### config.mk
export PLATFORM = sky130hd
export DESIGN_NAME = food_eat_ctrl
export DESIGN_NICKNAME = d
export VERILOG_FILES = /design/src/rtl/snake_pkg.sv /design/src/rtl/food_eat_ctrl_score_cnt.sv /design/src/rtl/food_eat_ctrl.sv
export SDC_FILE = /design/constraint.sdc
export NUM_CORES = 1
export LEC_CHECK = 0
export ABC_CLOCK_PERIOD_IN_PS = 2650
export BUFFER_PORTS_ARGS = -buffer_cell sky130_fd_sc_hd__buf_2
export CAP_MARGIN = 20
export CORE_ASPECT_RATIO = 0.75
export CORE_MARGIN = 2
export CORE_UTILIZATION = 56
export CTS_BUF_LIST = sky130_fd_sc_hd__clkbuf_4 sky130_fd_sc_hd__clkbuf_8
export DETAILED_ROUTE_END_ITERATION = 12
export GPL_ROUTABILITY_DRIVEN = 0
export PLACE_DENSITY = 0.81
export SYNTH_ARGS = -nofsm -noshare
export SYNTH_HDL_FRONTEND = slang
export SYNTH_HIERARCHICAL = 1
export SYNTH_SLANG_ARGS = --single-unit
### constraint.sdc
create_clock -name clk -period 2.65 [get_ports clk]
set_input_delay 0.6625 -clock clk [delete_from_list [all_inputs] [get_ports clk]]
set_output_delay 0.6625 -clock clk [all_outputs]
set_load 0.01 [all_outputs]
### src/rtl/snake_pkg.sv
// Shared snake-game definitions: screen geometry, eat-controller states and
// the coordinate distance helper used for head/food overlap.
package snake_pkg;

  localparam int SCREEN_W    = 640;
  localparam int SCREEN_H    = 480;
  localparam int COORD_W     = 10;
  localparam int HIT_TOL_DEF = 10;

  typedef enum logic [1:0] {
    EAT_IDLE = 2'd0,
    EAT_GEN  = 2'd1,
    EAT_WAIT = 2'd2
  } eat_state_e;

  // |a-b| over an 11-bit signed difference; cannot wrap for 10-bit inputs.
  function automatic logic [COORD_W:0] abs_diff(input logic [COORD_W-1:0] a,
                                                input logic [COORD_W-1:0] b);
    logic signed [COORD_W:0] d;
    d = $signed({1'b0, a}) - $signed({1'b0, b});
    abs_diff = d[COORD_W] ? (COORD_W+1)'(-d) : (COORD_W+1)'(d);
  endfunction

endpackage

### src/rtl/food_eat_ctrl_score_cnt.sv
// Saturating score counter. FOOD_EAT_SCORE_BCD_EN selects packed BCD digits
// (saturating at all-9s); otherwise a plain binary count saturating at all-ones.
module score_cnt #(
  parameter int W = 14
) (
  input  logic         clk,
  input  logic         reset,
  input  logic         clear,
  input  logic         inc,
  output logic [W-1:0] score
);

`ifdef FOOD_EAT_SCORE_BCD_EN
  localparam int ND = W / 4;

  logic [ND-1:0][3:0] dig, nxt;
  logic [ND:0]        cy;

  assign dig   = score;
  assign cy[0] = 1'b1;

  // Carry ripples through every digit that is already 9.
  for (genvar i = 0; i < ND; i++) begin : g_dig
    assign nxt[i]  = cy[i] ? ((dig[i] == 4'd9) ? 4'd0 : dig[i] + 4'd1) : dig[i];
    assign cy[i+1] = cy[i] & (dig[i] == 4'd9);
  end

  // cy[ND] set means every digit is 9: saturated.
  always_ff @(posedge clk or posedge reset) begin
    if (reset)                 score <= '0;
    else if (clear)            score <= '0;
    else if (inc && !cy[ND])   score <= nxt;
  end
`else
  always_ff @(posedge clk or posedge reset) begin
    if (reset)                  score <= '0;
    else if (clear)             score <= '0;
    else if (inc && !(&score))  score <= score + 1'b1;
  end
`endif

endmodule

### src/rtl/food_eat_ctrl.sv
// Detects the snake head reaching the food, requests a new food position and a
// body extension, then locks out further eats until the generator settles.
// Score format is selected by FOOD_EAT_SCORE_BCD_EN (see score_cnt).
module food_eat_ctrl
  import snake_pkg::*;
#(
  parameter int HIT_TOL  = HIT_TOL_DEF,
  parameter int WAIT_CYC = 4,
  parameter int SCORE_W  = 14
) (
  input  logic               clk,
  input  logic               reset,
  input  logic               clear,
  input  logic               step,
  input  logic [COORD_W-1:0] head_x,
  input  logic [COORD_W-1:0] head_y,
  input  logic [COORD_W-1:0] food_x,
  input  logic [COORD_W-1:0] food_y,
  output logic               gen,
  output logic               grow,
  output logic [SCORE_W-1:0] score,
  output logic               busy
);

  localparam int               CW  = $clog2(WAIT_CYC);
  localparam logic [COORD_W:0] TOL = (COORD_W+1)'(HIT_TOL);

  eat_state_e    state;
  logic [CW-1:0] wcnt;
  logic          hit;

  assign hit  = (abs_diff(head_x, food_x) < TOL) && (abs_diff(head_y, food_y) < TOL);
  assign busy = (state != EAT_IDLE);

  // step is only looked at in IDLE, so stale food coordinates during the
  // generator latency can never trigger a second eat.
  always_ff @(posedge clk or posedge reset) begin
    if (reset) begin
      state <= EAT_IDLE;
      gen   <= 1'b0;
      grow  <= 1'b0;
      wcnt  <= '0;
    end else begin
      gen  <= 1'b0;
      grow <= 1'b0;
      if (clear) begin
        state <= EAT_IDLE;
        wcnt  <= '0;
      end else begin
        case (state)
          EAT_IDLE: if (step && hit) begin
            state <= EAT_GEN;
            gen   <= 1'b1;
            grow  <= 1'b1;
          end
          EAT_GEN: begin
            state <= EAT_WAIT;
            wcnt  <= CW'(WAIT_CYC - 1);
          end
          EAT_WAIT: begin
            if (wcnt == '0) state <= EAT_IDLE;
            else            wcnt  <= wcnt - 1'b1;
          end
          default: state <= EAT_IDLE;
        endcase
      end
    end
  end

  score_cnt #(.W(SCORE_W)) u_score (
    .clk   (clk),
    .reset (reset),
    .clear (clear),
    .inc   ((state == EAT_GEN) && !clear),
    .score (score)
  );

endmodule

==> impl_metrics.csv <==
group,metric,value,unit
critical_path,worst_setup_path_start_kind,"primary input",
sta,setup_violations,2,
cts,cts_hold_buf,0,
critical_path,r2r-start,"state[1]$_DFFE_PP0P_",
sta,rsz0062_at_grt,"true",
synth,yosysTopAreaCell,"dfrtp_1",
global_route,grt_antenna_before_repair,0,
synth,synth_edf_count,0,
global_route,grt_use_met3,4.769,%
placement,dp_hpwl,5651,um
synth,synth.distinct_cells,61,
sta,setup_tns,-0.4940,ns
route,drt-total-wl,7306,um
min_path,min_path_type,"in -> async",
placement,pre_cts_slack,-0.6360,ns
route,initialDrtViolationCount,192,
die,core_region_area,4154,um2
critical_path,rr_endpoint,"u_score/score[11]$_DFFE_PP0P_",
synth,synthCells,325,
power,ir_drop,0.2377,mV
synth,ys_warn_count,6,
global_route,grt_util_met1,36.80,%
synth,yosys-top-cells-area,"dfrtp_1, ha_1, nor2_1",
synth,postSynthAreaPerCell,7.657,um2
cts,cts-root-buf,"clkbuf_8",
sta,period_minus_slack,2.898,ns
layout,syn2layout_area_growth,39.01,%
power,powerDensity,336.0,nW/um2
synth,ys_seq_area_share,19.11,%
critical_path,crit_path_max_fanout,3,
critical_path,endpoint,"state[0]$_DFFE_PP0P_",
synth,synth_top_area_share,19.11,%
run,max-cap-violations,0,
die,initial_core_util,59.91,%
die,dieArea,4999,um2
global_route,grt_pass1_wl,11300,um
synth,ys.flop_type,"dfrtp_1",
cts,clk_pin_slew_worst_paths,0.08,ns
sta,layout_setup_ws,-0.2482,ns
critical_path,rr_worst_depth,5,
die,ioPinCount,61,
sta,fin_crit_sh,109.4,%
die,dieWidth,80.98,um
critical_path,critPathLaunch,"head_x[0]",
layout,fillers,280,
critical_path,critical_path_required,2.85,ns
cts,cts_buffers,3,
layout,regArea,475.5,um2
power,p_leak,1.770,nW
synth,ys_seq_elements,19,
critical_path,worstPathArrival,3.10,ns
global_route,grt-ovfl-total,0,
route,vias_per_cell,5.914,
global_route,grt_usage,28.33,%
sta,max_freq,0.3450,GHz
cts,clockBufferDepth,2,
placement,io_buffers,60,
run_status,status,"complete, but fails checks",
synth,synth_nets,395,
cts,cts_tree,"built",
power,power,1.163,mW
global_route,use_met2,50.65,%
critical_path,rrSetupSlack,0.48,ns
route,dr_total_vias,2945,
sta,slew_violations,0,
critical_path,worstSetupPathType,"in -> reg",
run_status,violations,"negative setup slack",
synth,async_flop_share,100.0,%
die,num_rows,20,
sta,worst_pin_slew,0.6684,ns
sta,finalHoldViolCount,0,
global_route,grt_pass1_vias,2708,
cts,clock_sinks,19,
layout,fin_nets,514,
route,ant_nets,0,
global_route,grt-busiest-layer,"met2",
layout,antenna_cells,0,
layout,multi_input_area,1957,um2
cts,insertion_delay,0.26,ns
placement,place_inst,489,
sta,slew_headroom,54.74,%
route,drt_pass1_iterations,5,
critical_path,crit_path_end_kind,"flop",
sta,clock_skew,0.006105,ns
layout,drive_above_1_share,34.99,%
global_route,grt_max_degree,18,
cts,h-tree-depth,1,
layout,final_cells,498,
route,drc,0,
synth,mappedNetlistArea,2489,um2
die,die_h,61.73,um
route,wl_per_cell,14.67,um
## flip-flops by register name, summed over array words and instances (netlist names)
signal and count:
u_score/score 14, state 2, wcnt 2, grow 1
## worst min-delay path by stage
stage	endpoint	depth (start not counted)	startpoint
after detailed placement	u_score/score[7]$_DFFE_PP0P_	1	u_score/score[7]$_DFFE_PP0P_
after global routing	wcnt[1]$_DFFE_PP0P_	2	reset
after global placement	u_score/score[7]$_DFFE_PP0P_	1	u_score/score[7]$_DFFE_PP0P_
final	wcnt[1]$_DFFE_PP0P_	2	reset
after CTS	wcnt[1]$_DFFE_PP0P_	2	reset
after floorplan	grow$_DFF_PP0_	1	reset
## cells in the mapped netlist, types with 3 or more instances
library cell / n
o21ai_0: 9
nand3_1: 10
xnor2_1: 8
a211oi_1: 6
nor3_1: 15
xor2_1: 8
or3_1: 3
a31oi_1: 8
and3_1: 6
nand2_1: 16
nand4_1: 3
o2111ai_1: 5
inv_1: 33
nor2_1: 41
buf_2: 4
o21a_1: 8
ha_1: 24
or4_1: 5
a21oi_1: 17
dfrtp_1: 19
o31ai_1: 6
o311ai_1: 3
a21o_1: 3
o211ai_1: 4
nor2b_1: 7
and2_1: 5
a211o_1: 3
## area by class of cell
class	count	share of cell area, %
multi-input cells	265	56.56
repair buffers	122	22.42
flip-flops and latches	19	13.74
inverters	33	3.942
well taps	55	1.989
clock buffers	3	1.193
clock inverters	1	0.1447
## what timing repair did
action,CTS,global route
resized for setup,5,15
buffers inserted,2,3
gates cloned,0,0
pin swaps,2,7
setup endpoints to repair,2,2
## cell families after synthesis
family,Yosys count,share of synthesized area [%]
simple gates,129,27.50
compound gates,92,26.45
buf+inv,41,6.838
fa+ha+maj,26,13.68
flops,19,19.11
xor+xnor,16,5.631
mux,2,0.8045
## worst max-delay path: stages
cell and delay, ns:
buf_8 0.11, inv_12 0.04, ha_4 0.12, inv_2 0.03, fa_2 0.34, a21o_1 0.18
a221o_1 0.32, or4_4 0.42, o21ai_2 0.09, xnor2_2 0.08, or4_4 0.42, o21ai_2 0.09
o2111a_1 0.20
## cell usage in the layout (no fill, tap or decap), types with 4 or more instances in the layout
cell and n:
buf_4 62, buf_2 59, nor2_1 40, inv_1 31, ha_1 23, dfrtp_1 19, nand2_1 16, a21oi_1 15
nor3_1 13, nand3_1 10, o21ai_0 9, o21a_1 8, xor2_1 8, nor2b_1 7, and3_1 6, a31oi_1 6
xnor2_1 6, o31ai_1 6, o2111ai_1 5, and2_1 5, a211oi_1 4, o211ai_1 4
## metrics by stage
step,cell area [um2],utilization (%),hold WS [ns]
2_1_floorplan,2524,-,0.4410
3_3_place_gp,3274,78.83,0.5435
3_5_place_dp,3274,78.83,0.5704
4_1_cts,3356,80.78,0.3042
5_1_grt,3460,83.28,0.3287
6_report,3460,83.28,0.2983
## where the power goes
group / internal [mW] / switching (mW) / leakage [nW]
Combinational: 0.330 / 0.338 / 1.48
Clock: 0.105 / 0.100 / 0.0255
Sequential: 0.290 / 0.0000229 / 0.266
Total: 0.724 / 0.438 / 1.77
## metal layers
layer  wire [um]  share of wire, %
met2        3589                49
met4          79               1.1
met3         421               5.8
met1        3215                44
met5           0                 0
Power figures use the tool's default switching activity.
